File: config.mk
export PLATFORM = sky130hd
export DESIGN_NAME = ram_loader
export DESIGN_NICKNAME = d
export VERILOG_FILES = /design/src/rtl/ram_loader.sv
export SDC_FILE = /design/constraint.sdc
export NUM_CORES = 1
export LEC_CHECK = 0
export BUFFER_PORTS_ARGS = -buffer_cell sky130_fd_sc_hd__buf_2
export CORE_MARGIN = 2
export CORE_UTILIZATION = 58
export DETAILED_ROUTE_END_ITERATION = 6
export PLACE_DENSITY_LB_ADDON = 0.12
export SKIP_CTS_REPAIR_TIMING = 1
export SYNTH_ARGS = -nofsm -noshare
export SYNTH_HDL_FRONTEND = slang
export SYNTH_SLANG_ARGS = --single-unit
File: constraint.sdc
create_clock -name clk_i -period 3.2 [get_ports clk_i]
set_input_delay 0.48 -clock clk_i [delete_from_list [all_inputs] [get_ports clk_i]]
set_output_delay 0.48 -clock clk_i [all_outputs]
set_load 0.01 [all_outputs]
File: src/rtl/ram_loader.sv
// ram_loader: byte-stream RAM loader; cmd (01 write / 02 read), 4 addr bytes, 2 len bytes (LSB first), payload.
// Latency: each accepted write byte reaches the RAM port on the next cycle; reads take 3 cycles plus the tx handshake per byte.
// Backpressure: rx_ready_o is low in the read, status and reset states; tx_data_o is held while tx_valid_o=1 and tx_ready_i=0.
// Option: define RAM_LOADER_CHECKSUM_EN to add an XOR checksum byte and a 00/FF status reply to write frames.
module ram_loader #(
  parameter int XLEN = 32
) (
  input  logic            clk_i,
  input  logic            rst_i,
  input  logic [7:0]      rx_data_i,
  input  logic            rx_valid_i,
  output logic            rx_ready_o,
  output logic [7:0]      tx_data_o,
  output logic            tx_valid_o,
  input  logic            tx_ready_i,
  output logic            ram_rw_sel_o,
  output logic [XLEN-1:0] ram_rw_addr_o,
  output logic [7:0]      ram_wr_data_o,
  output logic [3:0]      ram_wr_byte_en_o,
  input  logic [7:0]      ram_rd_data_i,
  output logic            busy_o,
  output logic            err_o
);

  typedef enum logic [3:0] {
    S_IDLE, S_ADDR, S_LEN, S_WRITE, S_RD_REQ, S_RD_CAP, S_RD_SEND
`ifdef RAM_LOADER_CHECKSUM_EN
    , S_CHECK, S_STATUS
`endif
  } state_t;

  state_t          state_q, state_d;
  logic            is_read_q;
  logic [1:0]      idx_q;
  logic [XLEN-1:0] addr_q;
  logic [15:0]     cnt_q;
  logic [7:0]      tx_hold_q;
  logic            wr_pend_q;
  logic [7:0]      wr_data_q;
  logic            err_q;
`ifdef RAM_LOADER_CHECKSUM_EN
  logic [7:0]      csum_q;
`endif

  logic rx_fire, tx_fire, cmd_ok;
  assign rx_fire = rx_valid_i && rx_ready_o;
  assign tx_fire = tx_valid_o && tx_ready_i;
  assign cmd_ok  = (rx_data_i == 8'h01) || (rx_data_i == 8'h02);

  // State register
  always_ff @(posedge clk_i or posedge rst_i) begin
    if (rst_i) state_q <= S_IDLE;
    else       state_q <= state_d;
  end

  // Next-state logic; write frames end in CHECK when the checksum option is built in
  always_comb begin
    state_d = state_q;
    case (state_q)
      S_IDLE:  if (rx_fire && cmd_ok) state_d = S_ADDR;
      S_ADDR:  if (rx_fire && idx_q == 2'd3) state_d = S_LEN;
      S_LEN: begin
        if (rx_fire && idx_q == 2'd1) begin
          if ({rx_data_i, cnt_q[7:0]} == 16'd0) begin
`ifdef RAM_LOADER_CHECKSUM_EN
            state_d = is_read_q ? S_IDLE : S_CHECK;
`else
            state_d = S_IDLE;
`endif
          end else begin
            state_d = is_read_q ? S_RD_REQ : S_WRITE;
          end
        end
      end
      S_WRITE: begin
        if (rx_fire && cnt_q == 16'd1) begin
`ifdef RAM_LOADER_CHECKSUM_EN
          state_d = S_CHECK;
`else
          state_d = S_IDLE;
`endif
        end
      end
      S_RD_REQ:  state_d = S_RD_CAP;
      S_RD_CAP:  state_d = S_RD_SEND;
      S_RD_SEND: if (tx_fire) state_d = (cnt_q == 16'd1) ? S_IDLE : S_RD_REQ;
`ifdef RAM_LOADER_CHECKSUM_EN
      S_CHECK:   if (rx_fire) state_d = S_STATUS;
      S_STATUS:  if (tx_fire) state_d = S_IDLE;
`endif
      default:   state_d = S_IDLE;
    endcase
  end

  // Output decode; rx_ready_o is held low while reset is asserted
  always_comb begin
    rx_ready_o       = 1'b0;
    tx_valid_o       = 1'b0;
    ram_rw_sel_o     = wr_pend_q;
    ram_wr_byte_en_o = 4'b0000;
    case (state_q)
      S_IDLE, S_ADDR, S_LEN: rx_ready_o = 1'b1;
      S_WRITE: begin
        rx_ready_o   = 1'b1;
        ram_rw_sel_o = 1'b1;
      end
      S_RD_REQ, S_RD_CAP: ram_rw_sel_o = 1'b1;
      S_RD_SEND: begin
        ram_rw_sel_o = 1'b1;
        tx_valid_o   = 1'b1;
      end
`ifdef RAM_LOADER_CHECKSUM_EN
      S_CHECK:  rx_ready_o = 1'b1;
      S_STATUS: tx_valid_o = 1'b1;
`endif
      default: ;
    endcase
    if (rst_i) rx_ready_o = 1'b0;
    // Region 0x00 is byte-laned RAM, region 0x10 is a single-lane device, anything else is dropped
    if (wr_pend_q) begin
      if (addr_q[31:24] == 8'h00)      ram_wr_byte_en_o = 4'b0001 << addr_q[1:0];
      else if (addr_q[31:24] == 8'h10) ram_wr_byte_en_o = 4'b0001;
      else                             ram_wr_byte_en_o = 4'b0000;
    end
  end

  assign busy_o        = (state_q != S_IDLE);
  assign ram_rw_addr_o = addr_q;
  assign ram_wr_data_o = wr_data_q;
  assign tx_data_o     = tx_hold_q;
  assign err_o         = err_q;

  // Datapath: header capture, write staging, address/count stepping, tx holding register
  always_ff @(posedge clk_i or posedge rst_i) begin
    if (rst_i) begin
      is_read_q <= 1'b0;
      idx_q     <= 2'd0;
      addr_q    <= '0;
      cnt_q     <= 16'd0;
      tx_hold_q <= 8'h00;
      wr_pend_q <= 1'b0;
      wr_data_q <= 8'h00;
      err_q     <= 1'b0;
`ifdef RAM_LOADER_CHECKSUM_EN
      csum_q    <= 8'h00;
`endif
    end else begin
      err_q     <= 1'b0;
      wr_pend_q <= 1'b0;
      // The address advances in the write cycle itself, so it is the byte's own address on the port
      if (wr_pend_q) addr_q <= addr_q + XLEN'(1);
      case (state_q)
        S_IDLE: begin
          if (rx_fire) begin
            if (cmd_ok) begin
              is_read_q <= (rx_data_i == 8'h02);
              idx_q     <= 2'd0;
              cnt_q     <= 16'd0;
              addr_q    <= '0;
`ifdef RAM_LOADER_CHECKSUM_EN
              csum_q    <= 8'h00;
`endif
            end else begin
              err_q <= 1'b1;
            end
          end
        end
        S_ADDR: begin
          if (rx_fire) begin
            case (idx_q)
              2'd0:    addr_q[7:0]   <= rx_data_i;
              2'd1:    addr_q[15:8]  <= rx_data_i;
              2'd2:    addr_q[23:16] <= rx_data_i;
              default: addr_q[31:24] <= rx_data_i;
            endcase
            idx_q <= idx_q + 2'd1;
          end
        end
        S_LEN: begin
          if (rx_fire) begin
            if (idx_q == 2'd0) cnt_q[7:0]  <= rx_data_i;
            else               cnt_q[15:8] <= rx_data_i;
            idx_q <= idx_q + 2'd1;
          end
        end
        S_WRITE: begin
          if (rx_fire) begin
            wr_pend_q <= 1'b1;
            wr_data_q <= rx_data_i;
            cnt_q     <= cnt_q - 16'd1;
`ifdef RAM_LOADER_CHECKSUM_EN
            csum_q    <= csum_q ^ rx_data_i;
`endif
          end
        end
        S_RD_CAP: tx_hold_q <= ram_rd_data_i;
        S_RD_SEND: begin
          if (tx_fire) begin
            addr_q <= addr_q + XLEN'(1);
            cnt_q  <= cnt_q - 16'd1;
          end
        end
`ifdef RAM_LOADER_CHECKSUM_EN
        S_CHECK: if (rx_fire) tx_hold_q <= (rx_data_i == csum_q) ? 8'h00 : 8'hFF;
`endif
        default: ;
      endcase
    end
  end

endmodule

==> results.py <==
metrics = {
    "setup_path": {
        "path_max_fanout": 24,
        "worst-path-buf-inv": 0,
        "crit_family": "compound AO/OA/AOI/OAI gates",
        "cp_data_required_time_ns": 3.51,
        "crit_path_end_kind": "flip-flop",
        "critical_path_class": "flip-flop to flip-flop",
        "worstSetupStartpointType": "flip-flop",
        "critPathMaxStageDelay_ns": 0.74,
        "cp.arrival_ns": 2.99,
        "worstPathCellList": "or3b_2 > o21ai_0 > a22oi_1 > a311oi_1 > a221o_1",
        "cpMaxStageDelayCell": "dfrtp_1",
    },
    "timing": {
        "fmax_mhz": 372,
        "period_share_pct": 83.9,
        "hold_viol": 0,
        "rsz0062_at_grt": "false",
        "tightest_slew_ns": 1.07,
        "setup_violations": 0,
        "tns_ns": 0,
        "clock_skew_ns": 0.0155,
        "slew-limit-headroom_pct": 28.3,
        "min_period_ns": 2.68,
        "maxSlewViolCount": 0,
        "setup_slack_ns": 0.515,
    },
    "die": {
        "die_h_um": 97.7,
        "boundaryPins": 77,
        "initial_core_util_pct": 59.2,
        "num_rows": 34,
        "die_area_um2": 9540,
        "chipWidth_um": 97.7,
        "fp.coreArea_um2": 8590,
    },
    "power_and_ir_drop": {
        "cellPowerDensity_nw_per_um2": 892,
        "total_power_mw": 5.15,
        "power.leakage_nw": 2.46,
        "ir_worst_vdd_mv": 0.508,
    },
    "placed_design": {
        "pre_cts_slack_ns": 0.621,
        "portBuffers": 76,
        "gp_congestion": 0.945,
        "hpwl_um": 11400,
    },
    "synth": {
        "yosysWarnings": 0,
        "synth_flop_cell": "dfrtp_1",
        "ys_types": 71,
        "synthArstFlopShare_pct": 100,
        "synth_edf_count": 0,
        "syn-num-nets": 625,
        "syn_area_um2": 5090,
        "syn_area_per_cell_um2": 8.58,
        "syn_inst": 593,
        "ys_ff_latch": 72,
        "ys_seq_area_share_pct": 35.4,
    },
    "grt": {
        "grt_max_degree": 49,
        "grt-ovfl-total": 0,
        "grt_pass1_vias": 5017,
        "track_usage_pct": 35.1,
        "antenna_found_initial": 0,
        "grt_pass1_wl_um": 26600,
    },
    "route": {
        "num_vias": 5302,
        "via_per_inst": 6.95,
        "drt_iter0_drc": 487,
        "ant_nets": 0,
        "drt-wirelength-per-cell_um": 21.5,
        "dr.pass1.iters": 5,
        "wirelength_um": 16400,
        "drc_errors": 0,
    },
    "run": {
        "maxCapViolations": 0,
    },
    "clocking": {
        "cts_tree": "built",
        "h-tree-depth": 3,
        "cts_root_buf": "clkbuf_8",
        "clock_path_buffers": 2,
        "cts_inserted_buffers": 9,
        "cts_sinks": 72,
        "clkSlewWorstSetupHoldPaths_ns": 0.09,
        "clk_latency_ns": 0.37,
    },
    "cells_and_area": {
        "nets": 682,
        "area_growth_pct": 13.4,
        "most-common-layout-cells": "buf_2 (76), dfrtp_1 (72), nor2_1 (50), o21ai_0 (45), nand2_1 (42)",
        "antenna_cells": 0,
        "drive_gt1_share_pct": 21.5,
        "final_common_cell": "buf_2",
    },
    "hold_path": {
        "hp-class": "input pin to async pin",
    },
    "run_status": {
        "outcome": "completed",
    },
}
## flip-flops by register name, indices dropped and copies added, names as in the netlist
| name | cells |
|---|---|
| ram_wr_data_o | 8 |
| tx_data_o | 8 |
| err_o | 1 |
| idx_q | 2 |
| is_read_q | 1 |
| state_q | 3 |
| ram_rw_addr_o | 32 |
| wr_pend_q | 1 |
| cnt_q | 16 |
## metrics by stage
| stage | util (%) | std cells | hold WS, ns | cell area [um^2] |
|---|---|---|---|---|
| after global placement | 64.5 | 747 | 0.486 | 5540 |
| final | 67.1 | 763 | 0.273 | 5770 |
| after global routing | 67.1 | 763 | 0.304 | 5770 |
| after floorplan | - | 593 | 0.465 | 5090 |
| after CTS | 67.1 | 763 | 0.275 | 5770 |
| after detailed placement | 64.5 | 747 | 0.488 | 5540 |
## where the power goes
| part | internal, mW | switching, mW | leakage [nW] |
|---|---|---|---|
| clock | 0.447 | 0.405 | 0.110 |
| combinational | 1.01 | 1.49 | 1.42 |
| sequential | 1.26 | 0.528 | 0.934 |
## final timing paths
check                                  from           endpoint  slack (ns)  depth (start not counted)
setup reg to reg                 state_q[0]  ram_rw_addr_o[10]        0.52                          5
setup / recovery                 state_q[0]  ram_rw_addr_o[10]        0.52                          5
max in group asynchronous             rst_i           cnt_q[8]        2.24                          3
hold reg to reg                tx_data_o[4]       tx_data_o[4]        0.50                          1
min in group clk_i         ram_rd_data_i[4]       tx_data_o[4]        0.34                          2
hold / removal                        rst_i   ram_rw_addr_o[0]        0.27                          2
## routing by layer
layer  up-vias  wire length [um]  GRT usage, %
li1       2364                 -             -
met1      2565              6520          46.3
met2       327              7830          56.3
met3        46              1490          7.70
met4         0               554          13.9
met5         -                 0             0
## area by class of cell
type / count / area [um^2]
Clock buffer: 9 / 124
Clock inverter: 7 / 103
Fill cell: 754 / 2830
Inverter: 15 / 56.3
Multi-Input combinational cell: 462 / 3050
Sequential cell: 72 / 1800
Tap cell: 108 / 135
Timing Repair Buffer: 90 / 498
## worst register-to-register path, cell delays in order, from the launching register on
cell and delay [ns]:
dfrtp_1 0.74, or3b_2 0.68, o21ai_0 0.50, a22oi_1 0.21, a311oi_1 0.34, a221o_1 0.16
## logic make-up (layout without fill, tap and decap cells)
group	count (synthesis)	count (layout)	synth area share, %
AO/OA/AOI/OAI	179	179	23.5
buffers and inverters	59	121	4.65
AND/OR/NAND/NOR	226	226	24.9
XOR/XNOR	26	26	4.48
flip-flops	72	72	35.4
adder cells (fa/ha/maj)	12	12	2.95
multiplexers	19	19	4.16
## cells in the mapped netlist, types with 4 or more instances
cell type / number / area (um^2)
o2bb2ai_1: 4 / 35.0
nand3_1: 20 / 100
inv_1: 15 / 56.3
and2_1: 11 / 68.8
a31oi_1: 9 / 56.3
o22ai_1: 9 / 56.3
nor2_1: 50 / 188
mux2_2: 17 / 191
dfrtp_1: 72 / 1800
nor3_1: 14 / 70.1
and4_1: 6 / 52.6
a22oi_1: 9 / 67.6
o211ai_1: 15 / 113
xor2_1: 11 / 96.3
buf_2: 11 / 55.1
nand2_1: 42 / 158
a32oi_1: 4 / 35.0
or4_1: 11 / 82.6
and3_1: 8 / 50.1
xnor2_1: 15 / 131
nand4_1: 15 / 93.8
a221o_1: 6 / 60.1
o21ai_0: 45 / 225
nand2b_1: 4 / 25.0
a311oi_1: 4 / 35.0
a21oi_1: 33 / 165
a41oi_1: 4 / 35.0
nor3b_1: 4 / 30.0
nor4_1: 14 / 87.6
ha_1: 12 / 150
clkbuf_1: 29 / 109
Power figures use the tool's default switching activity.
